## config.mk

```make
export PLATFORM = sky130hd
export DESIGN_NAME = hazard_stall_ctrl_flat
export DESIGN_NICKNAME = d
export VERILOG_FILES = /design/src/rtl/hazard_stall_if.sv /design/src/rtl/hazard_stall_ctrl.sv /design/src/flat_wrapper.sv
export SDC_FILE = /design/constraint.sdc
export NUM_CORES = 1
export LEC_CHECK = 0
export CORE_UTILIZATION = 30
export DETAILED_ROUTE_END_ITERATION = 16
export PLACE_DENSITY = 0.55
export SYNTH_ARGS = -nofsm -noshare
export SYNTH_HDL_FRONTEND = slang
export SYNTH_SLANG_ARGS = --single-unit
export TNS_END_PERCENT = 30
```

## constraint.sdc

```tcl
create_clock -name clk -period 5.7 [get_ports clk]
set_input_delay 0.855 -clock clk [delete_from_list [all_inputs] [get_ports clk]]
set_output_delay 0.855 -clock clk [all_outputs]
set_load 0.02 [all_outputs]
```

## src/rtl/hazard_stall_if.sv

```systemverilog
// rtl/hazard_stall_if.sv - hazard/stall controller signal bundle
// master = pipeline side driving hazard inputs, slave = controller.
interface hazard_stall_if #(
  parameter int REG_W = 5,
  parameter int CNT_W = 16
);
  logic             idex_mem_read;
  logic [REG_W-1:0] idex_rt;
  logic [REG_W-1:0] ifid_rs;
  logic [REG_W-1:0] ifid_rt;
  logic             ifid_uses_rt;
  logic             branch_taken;
  logic             mem_busy;
  logic             pc_write;
  logic             ifid_write;
  logic             idex_bubble;
  logic             ifid_flush;
  logic             stall_active;
  logic [CNT_W-1:0] stall_cycles;

  modport master (
    output idex_mem_read, idex_rt, ifid_rs, ifid_rt, ifid_uses_rt, branch_taken, mem_busy,
    input  pc_write, ifid_write, idex_bubble, ifid_flush, stall_active, stall_cycles
  );

  modport slave (
    input  idex_mem_read, idex_rt, ifid_rs, ifid_rt, ifid_uses_rt, branch_taken, mem_busy,
    output pc_write, ifid_write, idex_bubble, ifid_flush, stall_active, stall_cycles
  );
endinterface

```

## src/rtl/hazard_stall_ctrl.sv

```systemverilog
// rtl/hazard_stall_ctrl.sv - load-use / branch-flush / memory-wait stall sequencer
// Mealy outputs; MWAIT remembers the interrupted state and resumes it when memory frees.
module hazard_stall_ctrl #(
  parameter int REG_W      = 5,
  parameter int LOAD_STALL = 1,
  parameter int CNT_W      = 16
) (
  input logic           clk,
  input logic           rst,
  hazard_stall_if.slave bus
);
  localparam int                CW       = $clog2(LOAD_STALL) + 1;
  localparam logic [CW-1:0]     CNT_INIT = CW'(LOAD_STALL - 1);
  localparam logic [CW-1:0]     CNT_ONE  = CW'(1);
  localparam logic [CNT_W-1:0]  CNT_MAX  = '1;
  localparam logic [REG_W-1:0]  REG_ZERO = '0;

  typedef enum logic [1:0] {RUN, LSTALL, MWAIT} state_t;

  state_t           state, state_nx, ret_state, ret_nx, eval_state;
  logic [CW-1:0]    cnt, cnt_nx;
  logic [CNT_W-1:0] stall_cycles;
  logic             lu;
  logic             pc_write, ifid_write, idex_bubble, ifid_flush, stall_active;

  assign lu = bus.idex_mem_read && (bus.idex_rt != REG_ZERO) &&
              ((bus.idex_rt == bus.ifid_rs) ||
               (bus.ifid_uses_rt && (bus.idex_rt == bus.ifid_rt)));

  always_ff @(posedge clk) begin
    if (rst) begin
      state        <= RUN;
      ret_state    <= RUN;
      cnt          <= '0;
      stall_cycles <= '0;
    end else begin
      state     <= state_nx;
      ret_state <= ret_nx;
      cnt       <= cnt_nx;
      if (stall_active && (stall_cycles != CNT_MAX))
        stall_cycles <= stall_cycles + 1'b1;
    end
  end

  always_comb begin
    state_nx    = state;
    ret_nx      = ret_state;
    cnt_nx      = cnt;
    pc_write    = 1'b1;
    ifid_write  = 1'b1;
    idex_bubble = 1'b0;
    ifid_flush  = 1'b0;
    // Leaving MWAIT behaves exactly like the state that was interrupted.
    eval_state  = (state == MWAIT) ? ret_state : state;
    if (rst) begin
      pc_write   = 1'b0;
      ifid_write = 1'b0;
    end else if (bus.mem_busy) begin
      pc_write   = 1'b0;
      ifid_write = 1'b0;
      state_nx   = MWAIT;
      if (state != MWAIT)
        ret_nx = state;
    end else if (bus.branch_taken) begin
      idex_bubble = 1'b1;
      ifid_flush  = 1'b1;
      state_nx    = RUN;
      cnt_nx      = '0;
    end else if (eval_state == LSTALL) begin
      pc_write    = 1'b0;
      ifid_write  = 1'b0;
      idex_bubble = 1'b1;
      cnt_nx      = cnt - 1'b1;
      state_nx    = (cnt == CNT_ONE) ? RUN : LSTALL;
    end else if (lu) begin
      pc_write    = 1'b0;
      ifid_write  = 1'b0;
      idex_bubble = 1'b1;
      if (LOAD_STALL > 1) begin
        state_nx = LSTALL;
        cnt_nx   = CNT_INIT;
      end else begin
        state_nx = RUN;
      end
    end else begin
      state_nx = RUN;
    end
  end

  assign stall_active     = !rst && !pc_write;
  assign bus.pc_write     = pc_write;
  assign bus.ifid_write   = ifid_write;
  assign bus.idex_bubble  = idex_bubble;
  assign bus.ifid_flush   = ifid_flush;
  assign bus.stall_active = stall_active;
  assign bus.stall_cycles = stall_cycles;
endmodule

```

## src/flat_wrapper.sv

```systemverilog
// flat-port wrapper written by rule: the top's interface ports become plain ports
module hazard_stall_ctrl_flat 
#(
  parameter int REG_W      = 5,
  parameter int LOAD_STALL = 1,
  parameter int CNT_W      = 16
)
  (clk, rst, bus_idex_mem_read, bus_idex_rt, bus_ifid_rs, bus_ifid_rt, bus_ifid_uses_rt, bus_branch_taken, bus_mem_busy, bus_pc_write, bus_ifid_write, bus_idex_bubble, bus_ifid_flush, bus_stall_active, bus_stall_cycles);
  hazard_stall_if #(.REG_W(REG_W), .CNT_W(CNT_W)) bus_i ();
  input logic clk;
  input logic rst;
  input wire logic [$bits(bus_i.idex_mem_read)-1:0] bus_idex_mem_read;
  input wire logic [$bits(bus_i.idex_rt)-1:0] bus_idex_rt;
  input wire logic [$bits(bus_i.ifid_rs)-1:0] bus_ifid_rs;
  input wire logic [$bits(bus_i.ifid_rt)-1:0] bus_ifid_rt;
  input wire logic [$bits(bus_i.ifid_uses_rt)-1:0] bus_ifid_uses_rt;
  input wire logic [$bits(bus_i.branch_taken)-1:0] bus_branch_taken;
  input wire logic [$bits(bus_i.mem_busy)-1:0] bus_mem_busy;
  output wire logic [$bits(bus_i.pc_write)-1:0] bus_pc_write;
  output wire logic [$bits(bus_i.ifid_write)-1:0] bus_ifid_write;
  output wire logic [$bits(bus_i.idex_bubble)-1:0] bus_idex_bubble;
  output wire logic [$bits(bus_i.ifid_flush)-1:0] bus_ifid_flush;
  output wire logic [$bits(bus_i.stall_active)-1:0] bus_stall_active;
  output wire logic [$bits(bus_i.stall_cycles)-1:0] bus_stall_cycles;
  assign bus_i.idex_mem_read = bus_idex_mem_read;
  assign bus_i.idex_rt = bus_idex_rt;
  assign bus_i.ifid_rs = bus_ifid_rs;
  assign bus_i.ifid_rt = bus_ifid_rt;
  assign bus_i.ifid_uses_rt = bus_ifid_uses_rt;
  assign bus_i.branch_taken = bus_branch_taken;
  assign bus_i.mem_busy = bus_mem_busy;
  assign bus_pc_write = bus_i.pc_write;
  assign bus_ifid_write = bus_i.ifid_write;
  assign bus_idex_bubble = bus_i.idex_bubble;
  assign bus_ifid_flush = bus_i.ifid_flush;
  assign bus_stall_active = bus_i.stall_active;
  assign bus_stall_cycles = bus_i.stall_cycles;
  hazard_stall_ctrl #(.REG_W(REG_W), .LOAD_STALL(LOAD_STALL), .CNT_W(CNT_W)) u_core (.clk(clk), .rst(rst), .bus(bus_i));
endmodule
```

; ---- Word level (Yosys, flattened, before mapping)
; Index checks and enable logic that the tools add are counted.
[op_classes]
n_addsub = 2
eq_ne = 6
muxes = 20
bitwise_logic = 2
reduce_logical = 13
[ops]
columns = operator, n
row1 = adder 16 x 1 -> 16 bit (second input constant), 1
row2 = 2-to-1 mux 1 bit, 16
row3 = != test 16 bit (second input constant), 1
row4 = == test 5 bit, 2
row5 = 2-to-1 mux 2 bit, 4
row6 = logical AND 1 bit, 5
row7 = nonzero test 5 bit, 1
row8 = AND reduction 2 bit, 2
row9 = OR reduction 4 bit, 1
row10 = == test 2 x 1 -> 1 bit (second input constant), 1
row11 = == test 2 bit (second input constant), 1
row12 = zero test 1 bit, 2
row13 = != test 2 bit (second input constant), 1
row14 = NOT 1 bit, 2
row15 = nonzero test 2 bit, 1
row16 = logical OR 1 bit, 1
row17 = subtractor 1 bit (second input constant), 1
[word_totals]
regBits = 21
input_bits = 21
output_inout_bits = 21
wordCells = 48

; ---- Depth between registers and ports, before layout
; Gate-level depths: netlist of the first run.
[logic_depth]
word_depth = 12
ltp_mapped = 9
ltp_nobuf = 7

; ---- Least setup slack after synthesis of the first run
; OpenSTA, ideal clock, no wires.
[synth_path]
kind = input -> output
from = input port bus_idex_rt[0]
to = output port bus_pc_write
arrival_time_ps = 2169
required_time_ps = 4845
slack_ps = 2676
stages = 6
path_cell_list = or4_4 -> o21ai_0 -> nor2_1 -> nor2_1 -> o21a_1 -> buf_4
[synth_between]
elab_chain_len = 9
[synth_rtl]
columns = item, line_no
row1 = from (decl), flat_wrapper.sv:13  ; input wire logic [$bits(bus_i.idex_rt)-1:0] bus_idex_rt;
row2 = == test 5 bit, hazard_stall_ctrl.sv:28  ; (bus.ifid_uses_rt && (bus.idex_rt == bus.ifid_rt)));
row3 = logical AND 1 bit, hazard_stall_ctrl.sv:28
row4 = logical OR 1 bit, hazard_stall_ctrl.sv:27  ; ((bus.idex_rt == bus.ifid_rs) ||
row5 = logical AND 1 bit *, hazard_stall_ctrl.sv:26  ; assign lu = bus.idex_mem_read && (bus.idex_rt != REG_ZERO) &&
row6 = 2-to-1 mux 1 bit * (5 in series), --
row7 = to (decl), flat_wrapper.sv:19  ; output wire logic [$bits(bus_i.pc_write)-1:0] bus_pc_write;
; Every way passes the cells marked *; elsewhere a longest branch is shown, timed or not.

; ---- Worst setup path after layout of the first run
[layout_path]
from = input port bus_idex_rt[0]
to = output port bus_pc_write
[layout_between]
elab_chain_len = 9
[layout_rtl]
columns = item, line_no
row1 = == test 5 bit, hazard_stall_ctrl.sv:28
row2 = logical AND 1 bit, hazard_stall_ctrl.sv:28
row3 = logical OR 1 bit, hazard_stall_ctrl.sv:27
row4 = logical AND 1 bit *, hazard_stall_ctrl.sv:26
row5 = 2-to-1 mux 1 bit *, hazard_stall_ctrl.sv:75  ; end else if (lu) begin
row6 = 2-to-1 mux 1 bit *, hazard_stall_ctrl.sv:69  ; end else if (eval_state == LSTALL) begin
row7 = 2-to-1 mux 1 bit *, hazard_stall_ctrl.sv:64  ; end else if (bus.branch_taken) begin
row8 = 2-to-1 mux 1 bit *, hazard_stall_ctrl.sv:58  ; end else if (bus.mem_busy) begin
row9 = 2-to-1 mux 1 bit *, hazard_stall_ctrl.sv:55  ; if (rst) begin
; Marked as above.

==> results of run 1 <==
## worst register-to-register path: cells and delay by family, from the launching register on
kind,cells,cell delay (ns)
fa+ha+maj,1,0.21
compound gates,2,0.86
mux,1,0.34
simple gates,3,0.72
flops,1,0.42
## layer usage
layer  global-route usage [%]  share of wire [%]
met1                     17.7                 44
met3                     2.50                7.1
met2                     26.6                 48
met5                        0                  0
met4                     4.95               0.47
## synth_stat cells (2+ instances only)
master    instances
o31a_1            2
buf_6             4
nor3_1            4
or3_1             4
o211ai_1          2
xor2_1            2
o21ai_1           2
nor2b_1           4
inv_1             6
mux2_2            2
o31ai_1           5
a21oi_1           9
o21ai_0           4
buf_4             2
o21a_1            2
nand4_1           3
and2_1            2
nor2_1           16
dfxtp_1          21
xnor2_1          10
nor4_1            4
nand3_1           4
nand2_1          12
or4_1             3
## power by group
group / leakage [nW] / total [mW] / switching (mW) / internal [mW]
registers: 0.170 / 0.150 / 0.00155 / 0.148
clock network: 0.0228 / 0.0974 / 0.0476 / 0.0498
logic: 0.380 / 0.0513 / 0.0245 / 0.0268
## area by class of cell
cell class / count / area share, %
clock buffer: 4 / 2.54
timing repair buffer: 41 / 23.2
sequential: 21 / 23.7
multi-input combinational: 120 / 45.8
inverter: 6 / 1.27
tap: 50 / 3.53
## registers in the layout, indices dropped and copies added, names as in the netlist
| name | count |
|---|---|
| u_core.ret_state | 2 |
| u_core.state | 2 |
| u_core.cnt | 1 |
| u_core.bus.stall_cycles | 16 |
## worst paths after layout
kind | cells past startpoint | slack, ns | end
max | 7 | 1.68 | bus_pc_write
min reg2reg | 2 | 0.48 | u_core.ret_state[1]$_SDFFE_PP0P_
min | 2 | 0.48 | u_core.ret_state[1]$_SDFFE_PP0P_
max reg2reg | 7 | 3.04 | u_core.bus.stall_cycles[11]$_SDFFE_PP0P_
## through the flow
step                      setup slack, ns  instance area (µm²)
after floorplan                      2.68                 1310
after global placement               1.77                 1730
after detailed placement             1.69                 1730
after CTS                            1.68                 1770
after global routing                 1.56                 1770
final                                1.68                 1770
## cells by family (layout without fill, tap and decap cells)
family	Yosys count	in the layout
and+or+nand+nor	64	64
adders and majority gates	1	1
AOI/OAI and AO/OA	38	38
xor gates and xnor gates	12	12
muxes	5	5
buffers and inverters	12	51
DFF	21	21
## cells in the final DEF (no fill, tap or decap), types with 2 or more instances in the layout
master / synthesis / routed
inv_1: 6 / 6
xnor2_1: 10 / 10
o21a_1: 2 / 2
dfxtp_1: 21 / 21
nand3_1: 4 / 4
a21oi_1: 9 / 9
nor2b_1: 4 / 4
mux2_2: 2 / 2
nand4_1: 3 / 3
o211ai_1: 2 / 2
clkdlybuf4s50_1: 0 / 41
nor2_1: 16 / 16
o31ai_1: 5 / 5
or3_1: 4 / 4
or4_1: 3 / 3
xor2_1: 2 / 2
o21ai_0: 4 / 4
clkbuf_8: 0 / 3
nor4_1: 4 / 4
nor3_1: 4 / 4
o21ai_1: 2 / 2
nand2_1: 12 / 12
o31a_1: 2 / 2
and2_1: 2 / 2
==> flow_summary.ini, run 1 <==
[floorplan]
pin_count = 42
num_rows = 23
core_area_mm2 = 0.00412
die-area_mm2 = 0.00465
die_x_um = 68.2
die_y_um = 68.2
initial_core_util_pct = 31.9

[timing]
fmax_mhz = 249
setup_viol = 0
whs_ns = 0.480
finalSetupTns_ns = 0
hold_violations = 0
rsz0062_at_grt = false
worst_slew_pin_slew_ns = 0.842
maxSlewHeadroom_pct = 43.9
fin_skew_ns = 0.00109
period_needed_ns = 4.02
fin_crit_sh_pct = 70.6
finalMaxSlewViolations = 0

[clock_tree]
clk_path_buf_depth = 2
cts_max_level = 1
cts.sinks = 21
clkTransAtPathRegs_ns = 0.07
clock-root-buffer = clkbuf_8
clock_latency_ns = 0.26
numCtsBuffers = 3
postCtsHoldBufs = 0
post_cts_resized = 0
cts_tree = built
post-cts-setup-buffer-count = 0

[worst_setup_path]
path_max_fanout = 3
cp.buffers_inverters = 2
crit_chain = clkdlybuf4s50_1 > or4_4 > o21ai_0 > nor2_1 > nor2_1 > o21a_1 > clkdlybuf4s50_1
critPathLaunchType = primary input
required_ns = 4.85
crit_slowest_cell = clkdlybuf4s50_1
crit_path_end_kind = output pin
crit_family = buffers and inverters
max_stage_delay_ns = 0.60
r2r_start = u_core.bus.stall_cycles[0]$_SDFFE_PP0P_
cp.arrival_ns = 3.17
worst-setup-path-type = in2out
worstSetupStartpoint = bus_idex_rt[0]

[global_routing]
grt_pass1_wl_um = 5230
grt_max_degree = 24
antenna_found_initial = 0
grt_pass1_vias = 1241
grt.overflow.total = 0
grt_use_total_pct = 14.9

[routing]
num_vias = 1266
vias_per_cell = 5.23
first_iter_violations = 28
routed_wl_um = 3370
ant_nets = 0
first_pass_iters = 4
wire_per_inst_um = 13.9
drcViolationCount = 0

[placed_design]
gp_congestion = 0.739
port_buffers = 41
dp_cells = 238
hpwl_um = 2550

[logic_synthesis]
post_synth_main_area_contributors = dfxtp_1, xnor2_1, nor2_1, a21oi_1, buf_6
synthCells = 153
synth-compound-area-share_pct = 21.5
synth-xor-area-share_pct = 8.00
synth_top_family_by_area = simple AND/OR/NAND/NOR gates
synth-async-reset-ratio_pct = 0
synth_fa_ha_area_share_pct = 0.952
ys_types = 48
avgSynthCellArea_um2 = 8.59
synthesis.area_mm2 = 0.00131
yosysSeqAreaShare_pct = 32.0
ys.flop_type = dfxtp_1
synth-seq-cells = 21
synth.mux.area_fraction_pct = 4.48
synth_edf_count = 0
yosysWarnings = 0
yosys.area_share.simple_pct = 26.8
netlist.area_leader.share_pct = 32.0
yosys.area.top_type = dfxtp_1
syn-num-nets = 175

[status]
outcome = complete, no violations

[job]
cap_violations = 0

[min_path]
hp-class = reg2reg
hold_start = u_core.ret_state[1]$_SDFFE_PP0P_

[pwr]
cellPowerDensity_mw_per_mm2 = 168
vdd_ir_drop_max_v = 0.0000906
fin_total_pwr_mw = 0.298
p_leak_nw = 0.573

[cells_and_area]
seq_area_um2 = 420
nFillCells = 402
finalNetCount = 215
drive_above_1_share_pct = 7.81
area_delta_synth_final_pct = 34.9
fin_cells = 242
fin_util_pct = 43.1
n_antenna_cell = 0
multi_input_area_um2 = 811
Power figures use the tool's default switching activity.
==> inputs of run 2 (changes only) <==
==> constraint.sdc (replaced) <==
create_clock -name clk -period 3.9 [get_ports clk]
set_input_delay 0.585 -clock clk [delete_from_list [all_inputs] [get_ports clk]]
set_output_delay 0.585 -clock clk [all_outputs]
set_load 0.02 [all_outputs]
==> flow_summary.ini, run 2 (synthesized netlist as in run 1, its figures left out) <==
[status]
outcome = complete, no violations

[worst_setup_path]
worst_r2r_path_depth = 8
required_ns = 3.31
crit_slowest_cell = clkdlybuf4s50_1
critPathLaunchType = primary input
worst-setup-path-type = in2out
crit_path_end_kind = output pin
cp.buffers_inverters = 2
cp.arrival_ns = 2.82
path_max_fanout = 3
crit_chain = clkdlybuf4s50_1 > or4_4 > o21ai_0 > nor2_1 > nor2_1 > o21a_1 > clkdlybuf4s50_1
max_stage_delay_ns = 0.61
crit_family = buffers and inverters
cp.depth = 7

[routing]
vias_per_cell = 5.19
ant_nets = 0
num_vias = 1272
drcViolationCount = 0
routed_wl_um = 3310
first_iter_violations = 48
first_pass_iters = 4
wire_per_inst_um = 13.5

[clock_tree]
clkTransAtPathRegs_ns = 0.08
cts_tree = built
cts_max_level = 1
postCtsHoldBufs = 0
post-cts-setup-buffer-count = 0
clock-root-buffer = clkbuf_8
clk_path_buf_depth = 2
cts.sinks = 21
clock_latency_ns = 0.25
numCtsBuffers = 3
post_cts_resized = 0

[timing]
setup_viol = 0
fin_crit_sh_pct = 87.4
fin_skew_ns = 0.00211
fmax_mhz = 293
whs_ns = 0.469
hold_violations = 0
finalMaxSlewViolations = 0
finalSetupTns_ns = 0
period_needed_ns = 3.41
worst_slew_pin_slew_ns = 0.507
rsz0062_at_grt = false
maxSlewHeadroom_pct = 65.9

[cells_and_area]
multi_input_area_um2 = 811
drive_above_1_share_pct = 9.23
finalNetCount = 218
fin_util_pct = 43.6
largest_reg_flops = 16
final_cell_mix = clkdlybuf4s50_1, dfxtp_1, nor2_1
largest_register = u_core.bus.stall_cycles
final_common_cell = clkdlybuf4s50_1
nFillCells = 410
n_antenna_cell = 0
area_delta_synth_final_pct = 36.6
seq_area_um2 = 420
fin_area_mm2 = 0.00179
reg_top3 = u_core.bus.stall_cycles x16, u_core.ret_state x2, u_core.state x2

[placed_design]
gp_congestion = 0.735
place_area_mm2 = 0.00175
port_buffers = 41
hpwl_um = 2490

[min_path]
hold_depth = 1
hp-class = reg2reg

[global_routing]
grt_pass1_vias = 1186
grt.overflow.total = 0
grt_use_total_pct = 15.0
antenna_found_initial = 0
grt_max_degree = 13
grt_pass1_wl_um = 5280

[floorplan]
pin_count = 42
die-area_mm2 = 0.00465
die_y_um = 68.2
initial_core_util_pct = 31.9
die_x_um = 68.2
num_rows = 23
core_area_mm2 = 0.00412

[pwr]
fin_total_pwr_mw = 0.437
vdd_ir_drop_max_v = 0.000109
p_leak_nw = 0.587
cellPowerDensity_mw_per_mm2 = 244

[job]
cap_violations = 0
[run 2: cell types whose count changed in the layout (fill, tap and decap cells not counted)]
cell   previous run  this run
buf_4             0         3
[run 2: path summary, 6_finish.rpt]
kind                                                           endpoint                                     from  slack, ns
worst max-delay path                                     bus_ifid_write                           bus_idex_rt[0]       0.49
worst min-delay path                         u_core.state[0]$_SDFF_PP0_                  u_core.cnt$_SDFFE_PP0P_       0.47
worst max register to register  u_core.bus.stall_cycles[8]$_SDFFE_PP0P_  u_core.bus.stall_cycles[0]$_SDFFE_PP0P_       1.50
worst min register to register               u_core.state[0]$_SDFF_PP0_                  u_core.cnt$_SDFFE_PP0P_       0.47
[run 2: power breakdown]
part           internal, mW  switching (mW)
combinational        0.0411          0.0353
clock                0.0726          0.0697
sequential            0.216         0.00225
total                 0.330           0.107
[run 2: stage by stage]
stage / instances / setup slack [ns]
after detailed placement: 241 / 0.475
after CTS: 245 / 0.463
after floorplan: 153 / 1.42
after global routing: 245 / 0.288
final: 245 / 0.490
after global placement: 241 / 0.538
[run 2: routing by layer]
layer	global-route usage, %	routed length [µm]
met3	3.17	281
met2	26.7	1520
met1	18.0	1500
met4	3.91	18
met5	0	0
[run 2: layout make-up]
| cell class | count | share of cell area (%) |
|---|---|---|
| well taps | 50 | 3.49 |
| clock buffers | 4 | 2.51 |
| repair buffers | 44 | 24.1 |
| flip-flops and latches | 21 | 23.4 |
| inverters | 6 | 1.26 |
| multi-input cells | 120 | 45.2 |
[run 2: worst reg2reg max path, stage by stage, from the launching register on]
cell and delay (ns):
dfxtp_1 0.42, ha_1 0.22, nand2_1 0.22, or3_1 0.39, o21ba_1 0.20, a21oi_2 0.37
buf_4 0.26, nor4_1 0.06, o21a_1 0.17
